## src/rtl/mole_timer_bank.sv

```systemverilog
// mole_timer_bank: shared tick prescaler plus NUM_CH independent countdown channels.
// Each channel runs IDLE -> RUN -> DONE, counting game ticks from a per-load duration,
// and reports running, timeout (level) and a one-cycle expire pulse.
// Optional feature macro: TIMER_AUTORELOAD_EN adds autoreload_i and per-channel reload
// registers so an expiring channel can restart itself instead of going to DONE.
module mole_timer_bank #(
    parameter int unsigned CLOCK_FREQ = 30_000_000,
    parameter int unsigned TICK_HZ    = 1000,
    parameter int unsigned NUM_CH     = 4,
    parameter int unsigned CNT_W      = 16
) (
    input  logic              clk_i,
    input  logic              rst_i,
    input  logic              pause_i,
    input  logic [NUM_CH-1:0] load_i,
    input  logic [CNT_W-1:0]  load_val_i,
    input  logic [NUM_CH-1:0] stop_i,
`ifdef TIMER_AUTORELOAD_EN
    input  logic [NUM_CH-1:0] autoreload_i,
`endif
    output logic              tick_o,
    output logic [NUM_CH-1:0] running_o,
    output logic [NUM_CH-1:0] timeout_o,
    output logic [NUM_CH-1:0] expire_o
);

    localparam int unsigned DIV   = CLOCK_FREQ / TICK_HZ;
    localparam int unsigned PRE_W = (DIV > 1) ? $clog2(DIV) : 1;
    localparam logic [PRE_W-1:0] PreLast = PRE_W'(DIV - 1);
    localparam logic [PRE_W-1:0] PreNext = PRE_W'(DIV - 2);

    typedef enum logic [1:0] {
        StIdle,
        StRun,
        StDone
    } ch_state_e;

    // ------------------------------------------------------------------
    // Prescaler
    // ------------------------------------------------------------------
    logic [PRE_W-1:0] pre_q, pre_d;
    logic             tick_q, tick_d;
    logic             tick_en;

    // tick_q tracks (pre_q == DIV-1) as a register; it holds with pre while paused.
    always_comb begin
        pre_d  = pre_q;
        tick_d = tick_q;
        if (!pause_i) begin
            pre_d  = (pre_q == PreLast) ? '0 : pre_q + 1'b1;
            tick_d = (pre_q == PreNext);
        end
    end

    // Prescaler state registers with synchronous reset.
    always_ff @(posedge clk_i) begin
        if (rst_i) begin
            pre_q  <= '0;
            tick_q <= 1'b0;
        end else begin
            pre_q  <= pre_d;
            tick_q <= tick_d;
        end
    end

    // A paused cycle sitting on the terminal count must not count as a tick.
    assign tick_en = tick_q & ~pause_i;
    assign tick_o  = tick_en;

    // ------------------------------------------------------------------
    // Channels
    // ------------------------------------------------------------------
    ch_state_e         state_q [NUM_CH];
    ch_state_e         state_d [NUM_CH];
    logic [CNT_W-1:0]  cnt_q   [NUM_CH];
    logic [CNT_W-1:0]  cnt_d   [NUM_CH];
    logic [NUM_CH-1:0] expire_q, expire_d;
`ifdef TIMER_AUTORELOAD_EN
    logic [CNT_W-1:0]  reload_q [NUM_CH];
    logic [CNT_W-1:0]  reload_d [NUM_CH];
`endif

    // Per-channel next state; priority is load > stop > tick-decrement.
    always_comb begin
        expire_d = '0;
        for (int unsigned i = 0; i < NUM_CH; i++) begin
            state_d[i] = state_q[i];
            cnt_d[i]   = cnt_q[i];
`ifdef TIMER_AUTORELOAD_EN
            reload_d[i] = reload_q[i];
`endif
            if (load_i[i]) begin
`ifdef TIMER_AUTORELOAD_EN
                reload_d[i] = load_val_i;
`endif
                if (load_val_i != '0) begin
                    state_d[i] = StRun;
                    cnt_d[i]   = load_val_i;
                end else begin
                    // Zero duration expires on the load edge itself.
                    state_d[i]  = StDone;
                    cnt_d[i]    = '0;
                    expire_d[i] = 1'b1;
                end
            end else if (stop_i[i]) begin
                state_d[i] = StIdle;
            end else if (state_q[i] == StRun && tick_en) begin
                if (cnt_q[i] > CNT_W'(1)) begin
                    cnt_d[i] = cnt_q[i] - 1'b1;
                end else begin
                    expire_d[i] = 1'b1;
                    cnt_d[i]    = '0;
                    state_d[i]  = StDone;
`ifdef TIMER_AUTORELOAD_EN
                    if (autoreload_i[i] && reload_q[i] != '0) begin
                        cnt_d[i]   = reload_q[i];
                        state_d[i] = StRun;
                    end
`endif
                end
            end
        end
    end

    // Channel state, counters and expire pulses with synchronous reset.
    always_ff @(posedge clk_i) begin
        if (rst_i) begin
            expire_q <= '0;
            for (int unsigned i = 0; i < NUM_CH; i++) begin
                state_q[i] <= StIdle;
                cnt_q[i]   <= '0;
`ifdef TIMER_AUTORELOAD_EN
                reload_q[i] <= '0;
`endif
            end
        end else begin
            expire_q <= expire_d;
            for (int unsigned i = 0; i < NUM_CH; i++) begin
                state_q[i] <= state_d[i];
                cnt_q[i]   <= cnt_d[i];
`ifdef TIMER_AUTORELOAD_EN
                reload_q[i] <= reload_d[i];
`endif
            end
        end
    end

    // Status outputs decode straight from the registered channel state.
    always_comb begin
        running_o = '0;
        timeout_o = '0;
        for (int unsigned i = 0; i < NUM_CH; i++) begin
            running_o[i] = (state_q[i] == StRun);
            timeout_o[i] = (state_q[i] == StDone);
        end
    end

    assign expire_o = expire_q;

endmodule

```

## config.mk

```make
export PLATFORM = sky130hd
export DESIGN_NAME = mole_timer_bank
export DESIGN_NICKNAME = d
export VERILOG_FILES = /design/src/rtl/mole_timer_bank.sv
export SDC_FILE = /design/constraint.sdc
export NUM_CORES = 1
export LEC_CHECK = 0
export ABC_AREA = 1
export CAP_MARGIN = 20
export CORE_ASPECT_RATIO = 0.7
export CORE_UTILIZATION = 35
export DETAILED_ROUTE_END_ITERATION = 8
export SKIP_CTS_REPAIR_TIMING = 1
export SLEW_MARGIN = 10
export SYNTH_ARGS = -nofsm -noshare
export SYNTH_HDL_FRONTEND = slang
export SYNTH_SLANG_ARGS = --single-unit
```

## constraint.sdc

```tcl
create_clock -name clk_i -period 1.7 [get_ports clk_i]
set_input_delay 0.34 -clock clk_i [delete_from_list [all_inputs] [get_ports clk_i]]
set_output_delay 0.34 -clock clk_i [all_outputs]
set_load 0.01 [all_outputs]
```

==> results of run 1 <==
power groups by stage:
stage | sequential (mW) | clock (mW) | combinational, mW
detailed placement | 2.47 | 0 | 1.45
global placement | 2.47 | 0 | 1.45
floorplan | 2.43 | 0 | 0.950
global route | 2.44 | 2.13 | 1.69
CTS | 2.42 | 2.06 | 1.46
finish | 2.42 | 1.99 | 1.51
state kept, by name, summed over array words and instances, names as in the netlist:
| register | count |
|---|---|
| state_q | 8 |
| expire_o | 4 |
| cnt_q | 64 |
| tick_q | 1 |
| pre_q | 15 |
cells in the mapped netlist, types with 4 or more instances:
cell type,number,area share
a31oi_1,4,0.0043
nand2_1,178,0.11
nand4_1,18,0.019
o21ai_0,29,0.025
nand3b_1,5,0.0065
clkbuf_1,16,0.010
nand3_1,89,0.077
inv_1,147,0.095
dfxtp_1,92,0.32
a21oi_1,73,0.063
nor3_1,9,0.0078
ha_1,10,0.022
o22ai_1,38,0.041
xor2_1,31,0.047
or2_2,5,0.0054
nor2_1,143,0.092
metrics by stage:
stage	instance area [um^2]	setup TNS, ns	power (mW)	setup WS, ns
2_1_floorplan	5810	0	3.38	0.190
3_3_place_gp	7000	-17.78	3.91	-0.357
3_5_place_dp	7000	-19.09	3.92	-0.361
4_1_cts	7290	-1.55	5.94	-0.314
5_1_grt	7450	-0.106	6.26	-0.0232
6_report	7450	0	5.92	0.0855
worst min-delay path, stage by stage:
cell,delay (ns)
buf_2,0.11
a21oi_1,0.06
nand3_1,0.08
inv_1,0.03
cells by family after synthesis:
group                    share of synthesized area
adder cells (fa/ha/maj)                     0.0215
XOR/XNOR                                    0.0512
buffers and inverters                        0.118
AND/OR/NAND/NOR                              0.349
flip-flops                                   0.317
AO/OA/AOI/OAI                                0.142
routing by layer:
layer / vias up / share of wire
li1: 3210 / -
met1: 2787 / 0.51
met2: 148 / 0.41
met3: 21 / 0.064
met4: 0 / 0.012
met5: - / 0
worst max-delay path by stage:
stage                      startpoint  cells after the start       endpoint  slack (ns)
after floorplan           cnt_q[0][0]                      7   cnt_q[0][12]        0.19
after global placement        pause_i                      9  state_q[1][1]       -0.36
after detailed placement      pause_i                      9  state_q[1][1]       -0.36
after CTS                     pause_i                      3         tick_o       -0.31
after global routing      cnt_q[3][1]                     12  state_q[3][0]       -0.02
final                          tick_q                     10  state_q[1][1]        0.09
cell type report:
class | instances | area, um^2
multi-input combinational | 660 | 3370
clock inverter | 4 | 32.5
tap | 225 | 282
sequential | 92 | 1840
clock buffer | 12 | 256
inverter | 151 | 571
timing repair buffer | 126 | 1090
fill | 1701 | 8800
==> run_summary.xml, run 1 <==
<?xml version="1.0" encoding="UTF-8"?>
<metrics>
  <group name="clocking">
    <metric name="clk-insertion-delay-late" unit="ns">0.35</metric>
    <metric name="clock_pin_slew_of_the_registers_on_the_worst_case_setup_and_hold_paths" unit="ns">0.07</metric>
    <metric name="cts_h_tree_depth" unit="">3</metric>
    <metric name="total_clock_buffers_created_by_cts" unit="">9</metric>
    <metric name="clockRootBuffer" unit="">clkbuf_16</metric>
    <metric name="clk_sink_count" unit="">92</metric>
    <metric name="tritoncts" unit="">done</metric>
    <metric name="clockBufferDepth" unit="">2</metric>
  </group>
  <group name="drt">
    <metric name="via_count" unit="">6166</metric>
    <metric name="drt_iter0_markers" unit="">509</metric>
    <metric name="totalWireLength" unit="mm">18.1</metric>
    <metric name="avgViaCountPerCell" unit="">4.86</metric>
    <metric name="drc" unit="">0</metric>
    <metric name="avgRoutedWirePerCell" unit="um">14.3</metric>
    <metric name="drt_first_pass_iters" unit="">5</metric>
    <metric name="ant_nets" unit="">0</metric>
  </group>
  <group name="power_and_ir_drop">
    <metric name="power-per-cell-area" unit="nW/um^2">795</metric>
    <metric name="p_leak" unit="nW">3.42</metric>
    <metric name="clock_power_share" unit="">0.336</metric>
    <metric name="p_switching" unit="mW">1.92</metric>
    <metric name="power.share.sequential" unit="">0.409</metric>
    <metric name="power_switching_share" unit="">0.324</metric>
    <metric name="combPwrFrac" unit="">0.255</metric>
    <metric name="intPower" unit="mW">4.00</metric>
    <metric name="peakVddDrop" unit="uV">476</metric>
  </group>
  <group name="yosys">
    <metric name="synth_warnings" unit="">0</metric>
    <metric name="synth_fp_nets" unit="">964</metric>
    <metric name="synth.yosys.seq_area_share" unit="">0.317</metric>
    <metric name="mapped_cell_area" unit="um^2">5810</metric>
    <metric name="async_flop_share" unit="">0</metric>
    <metric name="synth.distinct_cells" unit="">34</metric>
    <metric name="syn_area_per_cell" unit="um^2">6.27</metric>
    <metric name="number_of_enable_type_register_cells_in_the_synthesized_netlist" unit="">0</metric>
    <metric name="netlist_instances" unit="">927</metric>
    <metric name="synth-main-ff-cell" unit="">dfxtp_1</metric>
    <metric name="ys_ff_latch" unit="">92</metric>
  </group>
  <group name="timing">
    <metric name="tightestPinTransition" unit="ns">0.483</metric>
    <metric name="number_of_max_slew_violations_in_the_final_report" unit="">0</metric>
    <metric name="worst_slew_margin_rel" unit="">0.678</metric>
    <metric name="final_hold_viol_count" unit="">0</metric>
    <metric name="final-setup-viol-count" unit="">0</metric>
    <metric name="timing.clock.skew" unit="ns">0.0127</metric>
    <metric name="post-route-min-period" unit="ns">1.61</metric>
    <metric name="fmax" unit="MHz">619</metric>
    <metric name="grt_setup_unrepaired" unit="">true</metric>
    <metric name="timing.final.crit_share" unit="">0.950</metric>
    <metric name="hold_ws" unit="ns">0.322</metric>
  </group>
  <group name="cells_and_area">
    <metric name="nNetsFinal" unit="">1077</metric>
    <metric name="mostFrequentLayoutCells" unit="">175 x nand2_1, 143 x inv_1, 136 x nor2_1</metric>
    <metric name="final_cells" unit="">1270</metric>
    <metric name="fin_util" unit="">0.458</metric>
    <metric name="layout_commonest_cell" unit="">nand2_1</metric>
    <metric name="flow.area_growth_from_synthesis" unit="%">28.1</metric>
    <metric name="post_route_cells_drive_above_1_share" unit="">0.148</metric>
    <metric name="insertedDiodeCount" unit="">0</metric>
  </group>
  <group name="floorplanning">
    <metric name="die_y" unit="um">110</metric>
    <metric name="placementRows" unit="">39</metric>
    <metric name="core_region_area" unit="um^2">16200</metric>
    <metric name="floorplan.die_area" unit="um^2">17100</metric>
    <metric name="dieWidth" unit="um">156</metric>
    <metric name="effective_utilization_at_floorplan" unit="">0.358</metric>
    <metric name="io_pins" unit="">40</metric>
  </group>
  <group name="global_route">
    <metric name="grt_max_degree" unit="">39</metric>
    <metric name="global_route.usage.met2" unit="">0.332</metric>
    <metric name="first_global_vias" unit="">5588</metric>
    <metric name="grt_util_met3" unit="">0.0422</metric>
    <metric name="grt_util_met1" unit="">0.319</metric>
    <metric name="grt_first_pass_wirelength" unit="mm">29.1</metric>
    <metric name="globalRouteTotalUtil" unit="">0.220</metric>
    <metric name="global_route.overflow_total" unit="">0</metric>
    <metric name="global_route.peak_usage_layer" unit="">met2</metric>
    <metric name="number_of_antenna_violations_at_the_first_check_in_global_routing" unit="">0</metric>
  </group>
  <group name="setup_path">
    <metric name="crit_path_cell_chain" unit="">inv_1 &gt; nor2_4 &gt; buf_4 &gt; nand3b_1 &gt; nand2_2 &gt; buf_12 &gt; nand2_1 &gt; inv_1 &gt; nand3_1 &gt; o21ai_0</metric>
    <metric name="rr_startpoint" unit="">tick_q</metric>
    <metric name="worstSetupEndpointType" unit="">flip-flop</metric>
    <metric name="cpLargestDelayFamily" unit="">simple AND/OR/NAND/NOR gates</metric>
    <metric name="worst-endpoint-arrival" unit="ns">1.88</metric>
    <metric name="worst-r2r-cell-count" unit="">10</metric>
    <metric name="r2r_slack" unit="ns">0.09</metric>
    <metric name="worstPathMaxFanout" unit="">17</metric>
    <metric name="critical_path_class" unit="">flip-flop to flip-flop</metric>
    <metric name="timing.critical_path.from_type" unit="">flip-flop</metric>
    <metric name="critPathMostFrequentCell" unit="">inv_1</metric>
    <metric name="crit_path_max_incr_delay" unit="ns">0.34</metric>
    <metric name="cp.required" unit="ns">1.97</metric>
    <metric name="worst_r2r_endpoint" unit="">state_q[1][1]</metric>
    <metric name="cp_num_buf_inv" unit="">4</metric>
    <metric name="crit_path_top_delay_cell" unit="">dfxtp_2</metric>
  </group>
  <group name="place">
    <metric name="port_buffers" unit="">39</metric>
    <metric name="dp.final_hpwl" unit="mm">13.5</metric>
    <metric name="finalWeightedCongestion" unit="">0.855</metric>
    <metric name="placed_cells_incl_taps" unit="">1250</metric>
  </group>
  <group name="worst_hold_path">
    <metric name="worst_hold_path.num_cells" unit="">4</metric>
    <metric name="worstHoldEndpoint" unit="">state_q[2][1]</metric>
    <metric name="holdCritPathClass" unit="">primary input to flip-flop</metric>
    <metric name="hp-start" unit="">rst_i</metric>
  </group>
  <group name="run_status">
    <metric name="run_status" unit="">finished clean</metric>
  </group>
  <group name="job">
    <metric name="max_cap_violations" unit="">0</metric>
  </group>
</metrics>
Note: power is estimated with default switching activity, not from simulation.
==> run 2: changes to the inputs <==
--- a/config.mk
+++ b/config.mk
@@ -10,4 +10,5 @@
 export CORE_ASPECT_RATIO = 0.7
 export CORE_UTILIZATION = 35
+export CTS_CLUSTER_SIZE = 12
 export DETAILED_ROUTE_END_ITERATION = 8
 export SKIP_CTS_REPAIR_TIMING = 1
==> constraint.sdc (replaced) <==
create_clock -name clk_i -period 1.7 [get_ports clk_i]
set_input_delay 0.255 -clock clk_i [delete_from_list [all_inputs] [get_ports clk_i]]
set_output_delay 0.255 -clock clk_i [all_outputs]
set_load 0.01 [all_outputs]
==> run_summary.xml, run 2 (synthesis results as in run 1) <==
<?xml version="1.0" encoding="UTF-8"?>
<metrics>
  <group name="floorplanning">
    <metric name="core_region_area" unit="um^2">16200</metric>
    <metric name="io_pins" unit="">40</metric>
    <metric name="die_y" unit="um">110</metric>
    <metric name="dieWidth" unit="um">156</metric>
    <metric name="floorplan.die_area" unit="um^2">17100</metric>
    <metric name="effective_utilization_at_floorplan" unit="">0.358</metric>
    <metric name="placementRows" unit="">39</metric>
  </group>
  <group name="place">
    <metric name="dpl-instance-area" unit="um^2">6970</metric>
    <metric name="dp.final_hpwl" unit="mm">13.1</metric>
    <metric name="finalWeightedCongestion" unit="">0.870</metric>
    <metric name="port_buffers" unit="">39</metric>
  </group>
  <group name="cells_and_area">
    <metric name="flow.area_growth_from_synthesis" unit="%">26.5</metric>
    <metric name="combined_area_of_the_multi_input_logic_cells" unit="um^2">3340</metric>
    <metric name="fin_util" unit="">0.452</metric>
    <metric name="nNetsFinal" unit="">1068</metric>
    <metric name="post_route_cells_drive_above_1_share" unit="">0.130</metric>
    <metric name="layout_commonest_cell" unit="">nand2_1</metric>
    <metric name="largest_reg_flops" unit="">64</metric>
    <metric name="insertedDiodeCount" unit="">0</metric>
    <metric name="largest_register" unit="">cnt_q</metric>
    <metric name="mostFrequentLayoutCells" unit="">174 x nand2_1, 145 x inv_1, 136 x nor2_1</metric>
    <metric name="layout.filler_cells" unit="">1731</metric>
    <metric name="seq_area" unit="um^2">1840</metric>
    <metric name="post-route-cell-area" unit="um^2">7350</metric>
    <metric name="largestRegisters" unit="">cnt_q (64), pre_q (15), state_q (8)</metric>
  </group>
  <group name="power_and_ir_drop">
    <metric name="combPwrFrac" unit="">0.253</metric>
    <metric name="power-per-cell-area" unit="nW/um^2">797</metric>
    <metric name="p_switching" unit="mW">1.88</metric>
    <metric name="peakVddDrop" unit="uV">434</metric>
    <metric name="p_leak" unit="nW">3.37</metric>
    <metric name="clock_power_share" unit="">0.333</metric>
    <metric name="power_switching_share" unit="">0.321</metric>
    <metric name="intPower" unit="mW">3.98</metric>
    <metric name="power.share.sequential" unit="">0.413</metric>
    <metric name="power" unit="mW">5.86</metric>
  </group>
  <group name="clocking">
    <metric name="total_clock_buffers_created_by_cts" unit="">9</metric>
    <metric name="cts_h_tree_depth" unit="">3</metric>
    <metric name="clockRootBuffer" unit="">clkbuf_16</metric>
    <metric name="clock_pin_slew_of_the_registers_on_the_worst_case_setup_and_hold_paths" unit="ns">0.07</metric>
    <metric name="clk_sink_count" unit="">92</metric>
    <metric name="clockBufferDepth" unit="">2</metric>
    <metric name="clk-insertion-delay-late" unit="ns">0.36</metric>
    <metric name="tritoncts" unit="">done</metric>
  </group>
  <group name="setup_path">
    <metric name="worst_r2r_endpoint" unit="">cnt_q[3][15]</metric>
    <metric name="worst-endpoint-arrival" unit="ns">1.40</metric>
    <metric name="worstPathMaxFanout" unit="">3</metric>
    <metric name="rr_startpoint" unit="">cnt_q[3][1]</metric>
    <metric name="r2r_slack" unit="ns">0.09</metric>
    <metric name="critical_path_class" unit="">flip-flop to output pin</metric>
    <metric name="worst-r2r-cell-count" unit="">12</metric>
    <metric name="worstSetupEndpointType" unit="">output pin</metric>
    <metric name="cp.required" unit="ns">1.44</metric>
    <metric name="timing.critical_path.from_type" unit="">flip-flop</metric>
  </group>
  <group name="worst_hold_path">
    <metric name="hp-start" unit="">rst_i</metric>
    <metric name="worstHoldEndpoint" unit="">cnt_q[3][0]</metric>
    <metric name="holdCritPathClass" unit="">primary input to flip-flop</metric>
    <metric name="worst_hold_path.num_cells" unit="">3</metric>
  </group>
  <group name="global_route">
    <metric name="grt_max_degree" unit="">77</metric>
    <metric name="first_global_vias" unit="">5554</metric>
    <metric name="globalRouteTotalUtil" unit="">0.214</metric>
    <metric name="number_of_antenna_violations_at_the_first_check_in_global_routing" unit="">0</metric>
    <metric name="global_route.overflow_total" unit="">0</metric>
    <metric name="grt_first_pass_wirelength" unit="mm">28.0</metric>
  </group>
  <group name="drt">
    <metric name="totalWireLength" unit="mm">17.5</metric>
    <metric name="drt_first_pass_iters" unit="">5</metric>
    <metric name="avgRoutedWirePerCell" unit="um">13.9</metric>
    <metric name="avgViaCountPerCell" unit="">4.85</metric>
    <metric name="ant_nets" unit="">0</metric>
    <metric name="drt_iter0_markers" unit="">389</metric>
    <metric name="via_count" unit="">6120</metric>
    <metric name="drc" unit="">0</metric>
  </group>
  <group name="timing">
    <metric name="setup_tns" unit="ns">0</metric>
    <metric name="final-setup-viol-count" unit="">0</metric>
    <metric name="post-route-min-period" unit="ns">1.66</metric>
    <metric name="final_hold_viol_count" unit="">0</metric>
    <metric name="timing.final.crit_share" unit="">0.976</metric>
    <metric name="number_of_max_slew_violations_in_the_final_report" unit="">0</metric>
    <metric name="timing.clock.skew" unit="ns">0.0101</metric>
    <metric name="fmax" unit="MHz">603</metric>
    <metric name="tightestPinTransition" unit="ns">0.398</metric>
    <metric name="worst_slew_margin_rel" unit="">0.733</metric>
  </group>
  <group name="job">
    <metric name="max_cap_violations" unit="">0</metric>
  </group>
  <group name="run_status">
    <metric name="run_status" unit="">finished clean</metric>
  </group>
</metrics>
-- run 2: cell types whose count changed in the layout (fill, tap and decap cells not counted), sizes merged --
cell	previous run	this run
dlymetal6s2s	10	8
buf	88	79
clkinvlp	3	0
clkdlybuf4s50	28	30
clkinv	2	5
-- run 2: final cells by class --
class / count / area share
flip-flops and latches: 92 / 0.251
clock buffers: 12 / 0.0349
well taps: 225 / 0.0383
multi-input cells: 660 / 0.454
inverters: 151 / 0.0771
clock inverters: 4 / 0.00324
repair buffers: 117 / 0.142
-- run 2: power by group through the flow --
stage	clock network (mW)	registers [mW]	logic [mW]
2_1_floorplan	0	2.43	0.950
3_3_place_gp	0	2.47	1.44
3_5_place_dp	0	2.46	1.45
4_1_cts	2.01	2.41	1.45
5_1_grt	2.09	2.43	1.68
6_report	1.95	2.42	1.48
-- run 2: per-layer routing --
layer | GRT usage | vias to the layer above | share of wire
li1 | - | 3193 | -
met1 | 0.298 | 2764 | 0.50
met2 | 0.334 | 139 | 0.42
met3 | 0.0378 | 24 | 0.061
met4 | 0.0686 | 0 | 0.020
met5 | 0 | - | 0
-- run 2: through the flow --
stage / setup slack (ns) / hold slack [ns] / std cells
2_1_floorplan: 0.190 / 0.395 / 927
3_3_place_gp: -0.202 / 0.473 / 1242
3_5_place_dp: -0.200 / 0.476 / 1242
4_1_cts: -0.218 / 0.402 / 1258
5_1_grt: -0.00617 / 0.428 / 1261
6_report: 0.0413 / 0.407 / 1261
-- run 2: how the worst max path moves through the flow --
stage | depth (start not counted) | from | endpoint
after floorplan | 7 | cnt_q[0][0] | cnt_q[0][12]
after global placement | 4 | pause_i | tick_o
after detailed placement | 4 | pause_i | tick_o
after CTS | 4 | tick_q | tick_o
after global routing | 12 | cnt_q[3][1] | state_q[3][0]
final | 3 | state_q[1][1] | timeout_o[1]
-- run 2: worst max-delay path, stage by stage, from the launching register on --
cell and delay, ns:
dfxtp_1 0.37, inv_1 0.05, nor2_1 0.09, clkdlybuf4s50_1 0.54
==> run 3: changes to the inputs <==
Settings changed: SLEW_MARGIN 10 to 20.
==> results of run 3 <==
Final layout, timing and power as in run 2 (identical DEF).
